$ cat src/rtl/cpu_types_pkg.sv
// Shared CPU types: word type, fetch FSM states and PC helpers.
// Imported by fetch_unit and fetch_buf.
package cpu_types_pkg;

  typedef logic [31:0] word_t;

  typedef enum logic [1:0] {
    FETCH  = 2'd0,
    HOLD   = 2'd1,
    DROP   = 2'd2,
    HALTED = 2'd3
  } fetch_state_t;

  localparam int unsigned WORD_BYTES = 4;

  function automatic word_t pc_inc(input word_t pc);
    return pc + word_t'(WORD_BYTES);
  endfunction

  function automatic word_t word_align(input word_t a);
    return a & ~word_t'(WORD_BYTES - 1);
  endfunction

endpackage

$ cat src/rtl/fetch_buf.sv
// One-entry hold buffer for a fetched word and its PC+4.
// Parks a hit that the IF/ID latch could not accept.
module fetch_buf
  import cpu_types_pkg::*;
(
  input  logic  clk,
  input  logic  rst,
  input  logic  load,
  input  logic  clr,
  input  word_t instr_i,
  input  word_t npc_i,
  output word_t instr_o,
  output word_t npc_o,
  output logic  valid_o
);

  word_t instr_q, instr_d;
  word_t npc_q, npc_d;
  logic  valid_q, valid_d;

  always_comb begin
    instr_d = instr_q;
    npc_d   = npc_q;
    valid_d = valid_q;
    if (load) begin
      instr_d = instr_i;
      npc_d   = npc_i;
      valid_d = 1'b1;
    end else if (clr) begin
      instr_d = '0;
      npc_d   = '0;
      valid_d = 1'b0;
    end
  end

  always_ff @(posedge clk) begin
    if (rst) begin
      instr_q <= '0;
      npc_q   <= '0;
      valid_q <= 1'b0;
    end else begin
      instr_q <= instr_d;
      npc_q   <= npc_d;
      valid_q <= valid_d;
    end
  end

  assign instr_o = instr_q;
  assign npc_o   = npc_q;
  assign valid_o = valid_q;

endmodule

$ cat src/rtl/fetch_unit.sv
// Instruction fetch FSM (FETCH/HOLD/DROP/HALTED) feeding IF/ID.
// Define FETCH_PERF_EN to add perf_fetch_cnt / perf_stall_cnt.
module fetch_unit
  import cpu_types_pkg::*;
#(
  parameter word_t PC_INIT = 32'h0000_0000
) (
  input  logic        CLK,
  input  logic        RST,
  input  logic        ihit,
  input  logic [31:0] iload,
  output logic        iREN,
  output logic [31:0] iaddr,
  input  logic        stall,
  input  logic        redirect,
  input  logic [31:0] redirect_pc,
  input  logic        halt,
  output logic        fetch_valid,
  output logic [31:0] fetch_instr,
  output logic [31:0] fetch_npc
`ifdef FETCH_PERF_EN
  ,
  output logic [31:0] perf_fetch_cnt,
  output logic [31:0] perf_stall_cnt
`endif
);

  fetch_state_t state_q, state_d;
  word_t pc_q, pc_d;
  word_t drop_addr_q, drop_addr_d;

  logic  buf_load, buf_clr, buf_valid;
  word_t buf_instr, buf_npc;
  word_t tgt;

  assign tgt = word_align(redirect_pc);

  fetch_buf u_buf (
    .clk     (CLK),
    .rst     (RST),
    .load    (buf_load),
    .clr     (buf_clr),
    .instr_i (iload),
    .npc_i   (pc_inc(pc_q)),
    .instr_o (buf_instr),
    .npc_o   (buf_npc),
    .valid_o (buf_valid)
  );

  always_comb begin
    state_d     = state_q;
    pc_d        = pc_q;
    drop_addr_d = drop_addr_q;
    iREN        = 1'b0;
    iaddr       = pc_q;
    fetch_valid = 1'b0;
    fetch_instr = iload;
    fetch_npc   = pc_inc(pc_q);
    buf_load    = 1'b0;
    buf_clr     = 1'b0;
    unique case (state_q)
      FETCH: begin
        iREN = 1'b1;
        if (halt) begin
          state_d = HALTED;
        end else if (redirect) begin
          pc_d = tgt;
          if (!ihit) begin
            // the miss stays outstanding; keep its address until it lands
            drop_addr_d = pc_q;
            state_d     = DROP;
          end
        end else if (ihit) begin
          pc_d = pc_inc(pc_q);
          if (stall) begin
            buf_load = 1'b1;
            state_d  = HOLD;
          end else begin
            fetch_valid = 1'b1;
          end
        end
      end
      HOLD: begin
        fetch_instr = buf_instr;
        fetch_npc   = buf_npc;
        if (halt) begin
          buf_clr = 1'b1;
          state_d = HALTED;
        end else if (redirect) begin
          buf_clr = 1'b1;
          pc_d    = tgt;
          state_d = FETCH;
        end else if (!stall) begin
          fetch_valid = buf_valid;
          buf_clr     = 1'b1;
          state_d     = FETCH;
        end
      end
      DROP: begin
        iREN  = 1'b1;
        iaddr = drop_addr_q;
        if (halt) begin
          state_d = HALTED;
        end else if (redirect) begin
          pc_d = tgt;
        end else if (ihit) begin
          state_d = FETCH;
        end
      end
      HALTED: begin
        state_d = HALTED;
      end
      default: begin
        state_d = FETCH;
      end
    endcase
    if (RST) begin
      fetch_valid = 1'b0;
    end
  end

  always_ff @(posedge CLK) begin
    if (RST) begin
      state_q     <= FETCH;
      pc_q        <= PC_INIT;
      drop_addr_q <= '0;
    end else begin
      state_q     <= state_d;
      pc_q        <= pc_d;
      drop_addr_q <= drop_addr_d;
    end
  end

`ifdef FETCH_PERF_EN
  logic [31:0] fcnt_q, fcnt_d;
  logic [31:0] scnt_q, scnt_d;

  always_comb begin
    fcnt_d = fcnt_q;
    scnt_d = scnt_q;
    if (fetch_valid) begin
      fcnt_d = fcnt_q + 32'd1;
    end
    if (iREN && !ihit) begin
      scnt_d = scnt_q + 32'd1;
    end
  end

  always_ff @(posedge CLK) begin
    if (RST) begin
      fcnt_q <= '0;
      scnt_q <= '0;
    end else begin
      fcnt_q <= fcnt_d;
      scnt_q <= scnt_d;
    end
  end

  assign perf_fetch_cnt = fcnt_q;
  assign perf_stall_cnt = scnt_q;
`endif

endmodule

$ cat config.mk
export PLATFORM = sky130hd
export DESIGN_NAME = fetch_unit
export DESIGN_NICKNAME = d
export VERILOG_FILES = /design/src/rtl/cpu_types_pkg.sv /design/src/rtl/fetch_buf.sv /design/src/rtl/fetch_unit.sv
export SDC_FILE = /design/constraint.sdc
export NUM_CORES = 1
export LEC_CHECK = 0
export BUFFER_PORTS_ARGS = -buffer_cell sky130_fd_sc_hd__clkbuf_2
export CORE_MARGIN = 3
export CORE_UTILIZATION = 50
export CTS_BUF_LIST = sky130_fd_sc_hd__clkbuf_4
export DETAILED_ROUTE_END_ITERATION = 6
export PLACE_DENSITY = 0.84
export SYNTH_ARGS = -nofsm -noshare
export SYNTH_HDL_FRONTEND = slang
export SYNTH_SLANG_ARGS = --single-unit
$ cat constraint.sdc
create_clock -name CLK -period 2.3 [get_ports CLK]
set_clock_uncertainty 0.2 [all_clocks]
set_input_delay 0.23 -clock CLK [delete_from_list [all_inputs] [get_ports CLK]]
set_output_delay 0.23 -clock CLK [all_outputs]
set_load 0.01 [all_outputs]
==> impl_metrics.yaml <==
critical_path:
  path_buf_inv: 3
  cp.required_ps: 1870
  slowest_stage: "dfxtp_4"
  path_class: "reg -> out"
  worstPathMaxFanout: 5
  rr_startpoint: "state_q[1]"
  cp_top_family: "simple AND/OR/NAND/NOR gates"
  arrival_ps: 2610
  reg2reg_slack_ps: -360
  start_kind: "register"
  cpPeakStageDelay_ps: 400
  cp-end-kind: "primary output"
  reg2regPathDepth: 10
  r2r-end: "pc_q[22]"
  worstPathCellList: "nand4_1, buf_4, nor3_2, buf_4, nand4_1, xnor2_2, mux2_4, buf_6"
synth:
  seq_area_frac_synth_pct: 37.4
  synth_edf_count: 0
  synth.largest_area_cell: "dfxtp_1"
  synth_area_leaders: "dfxtp_1 (37%), mux2_2 (14%), a22oi_1 (5.4%)"
  yosysWarnings: 0
  ys_async_sr_fraction_pct: 0
  netlist_instances: 791
  syn_area_per_cell_um2: 8.47
  ys_seq_elements: 125
  ys_types: 56
  synth_top_area_share_pct: 37.4
  synth_ff_type: "dfxtp_1"
  syn-cell-area_mm2: 0.00670
floorplan:
  fp.dieH_um: 122
  die_w_um: 122
  core_area_mm2: 0.0129
  ioPinCount: 168
  die-area_mm2: 0.0148
  initial_utilization_pct: 52.0
  rows: 41
power:
  p_comb_share_pct: 66.3
  switchingPower_w: 0.00554
  power_w: 0.0132
  p_int_w: 0.00762
  p_leak_nw: 4.99
  power.density_mw_per_mm2: 1140
  peakVddDrop_mv: 0.784
  p_clk_share_pct: 11.9
  switching_share_pct: 42.1
  seq_power_share_pct: 21.8
sta:
  finalHoldViolCount: 0
  period_minus_slack_ps: 3040
  worst_slew_pin_slew_ps: 704
  setup_violations: 120
  setup_slack_ps: -739
  setup-tns-final_ps: -27950
  rsz0062_at_grt: "true"
  slew_viol_final: 0
  clock.fmax_mhz: 329
  holdWs_ps: 24.1
  slew_headroom_pct: 53.1
  period_share_pct: 132
run_status:
  outcome: "finished with violations"
  failed_checks: "design-rule violations, negative setup slack"
global_routing:
  grt_max_degree: 59
  use_met1_pct: 41.0
  grt_pass1_wl_um: 40600
  grt_busiest_layer: "met2"
  grt_pass1_vias: 7773
  overflow: 0
  grt_usage_pct: 34.8
  met3_usage_pct: 9.01
  antenna_found_initial: 1
  grt_util_met2_pct: 58.3
cts:
  cts_made_buffers: 17
  clkTransAtPathRegs_ps: 120
  clockRootBuffer: "clkbuf_4"
  cts_tree: "built"
  cts_sinks: 125
  worst_skew_pair.late_latency_ps: 600
  cts_max_level: 4
  cts_buffer_depth: 2
worst_hold_path:
  min_path_type: "in -> reg"
  worstHoldStart: "ihit"
  hold_path_end: "drop_addr_q[3]"
  whs_path_depth: 5
layout:
  area_growth_pct: 72.7
  drive_above_1_share_pct: 51.0
  final_nets: 1198
detailed_routing:
  drt_iter0_markers: 1234
  wl_um: 32900
  drtPass1Iterations: 7
  wl_per_cell_um: 25.2
  vias: 8574
  postRouteAntennaNets: 0
  route.detailed.drc: 3
  vias_per_cell: 6.56
placed_design:
  place_hpwl_um: 13100
  io_buffers: 161
  post-place-ws_ps: 22.6
  place.gp.congestion: 0.895
job:
  drv_cap: 0
-- kinds of logic (layout without fill, tap and decap cells) --
logic type	count (synthesis)	count (layout)	share of synthesized area [%]
AND/OR/NAND/NOR	265	265	18.7
AO/OA/AOI/OAI	186	186	18.5
buffers and inverters	91	431	5.70
flip-flops	125	125	37.4
multiplexers	89	89	14.9
XOR/XNOR	28	28	3.66
adder cells (fa/ha/maj)	6	6	1.12
other	1	5	0.0560
-- power groups by stage --
stage                     Clock, W  Sequential, W  Combinational, W
after global placement           0        0.00271           0.00475
after detailed placement         0        0.00272           0.00479
after floorplan                  0        0.00264           0.00310
after global routing       0.00165        0.00287           0.00902
final                      0.00157        0.00287           0.00873
after CTS                  0.00150        0.00274           0.00650
-- repair_timing --
action	4_1_cts	5_1_grt
hold buffers	65	0
gates cloned	8	3
hold endpoints to repair	81	0
gates resized for setup	164	311
pin swaps	35	62
buffers inserted	41	53
setup endpoints to repair	91	124
-- cell type report --
| cell class | count | area [um2] |
|---|---|---|
| diodes | 1 | 2.50 |
| clock buffers | 21 | 158 |
| clock inverters | 10 | 98.8 |
| fillers | 471 | 1310 |
| inverters | 11 | 51.3 |
| multi-input cells | 578 | 4910 |
| flip-flops and latches | 125 | 2550 |
| well taps | 172 | 215 |
| repair buffers | 389 | 3590 |
-- how the worst max path moves through the flow --
stage	start	endpoint	slack, ps	cells past startpoint
after CTS	pc_q[9]	fetch_npc[25]	-470	6
after global routing	pc_q[9]	fetch_npc[29]	-860	8
after global placement	pc_q[2]	fetch_npc[24]	50	8
after detailed placement	pc_q[7]	fetch_npc[25]	20	7
final	pc_q[9]	fetch_npc[29]	-740	8
after floorplan	state_q[1]	pc_q[26]	8	8
-- metrics by stage --
step	utilization, %	cell area (um2)	instances
finish	89.9	11600	1307
global route	89.9	11600	1307
floorplan	-	6720	794
detailed placement	62.4	8030	1117
CTS	79.2	10200	1262
global placement	62.4	8030	1117
-- cell usage in the layout, fill, tap and decap left out, drive strengths merged, types with 3 or more instances in the layout --
master         n
a31oi         10
or3           14
inv           11
nor3          10
buf          232
clkinv         7
ha             6
nand2b         9
dfxtp        125
a22oi         48
dlygate4sd3   65
a21oi         53
nand3         20
a21o           3
o32ai          4
and2           4
mux2          86
nor2          78
and3           8
or2            4
conb           4
o31a           4
mux2i          3
nand2         93
clkbuf       113
nand4         12
o21ai         23
a22o          22
xnor2         20
xor2           8
o31ai          6
-- worst register-to-register path: stages (launching register included) --
cell and delay [ps]:
dfxtp_2 390, inv_4 60, buf_6 120, ha_4 210, buf_6 130, nor2_2 220
o31a_1 230, buf_4 150, buf_12 120, o21ai_0 190, a221oi_2 510
-- state kept, by name (all words and copies together), names as in the netlist --
| name | flops |
|---|---|
| u_buf.npc_o | 30 |
| drop_addr_q | 30 |
| pc_q | 30 |
| u_buf.instr_o | 32 |
| u_buf.valid_o | 1 |
| state_q | 2 |
-- layer usage --
metal,part of all wire (%),vias to the layer above
met5,0,-
met1,34,4003
met4,7.6,0
met2,47,841
met3,11,260
li1,-,3470
-- synthesized netlist by cell type, types with 11 or more instances --
master    number
o21ai_0       23
dfxtp_1      125
nand3_1       20
inv_1         11
a22oi_1       48
nor2_1        78
mux2_2        86
clkbuf_1      51
or3_1         14
xnor2_1       20
a21oi_1       53
buf_2         12
nand2_1       93
a22o_1        22
Power figures use the tool's default switching activity.
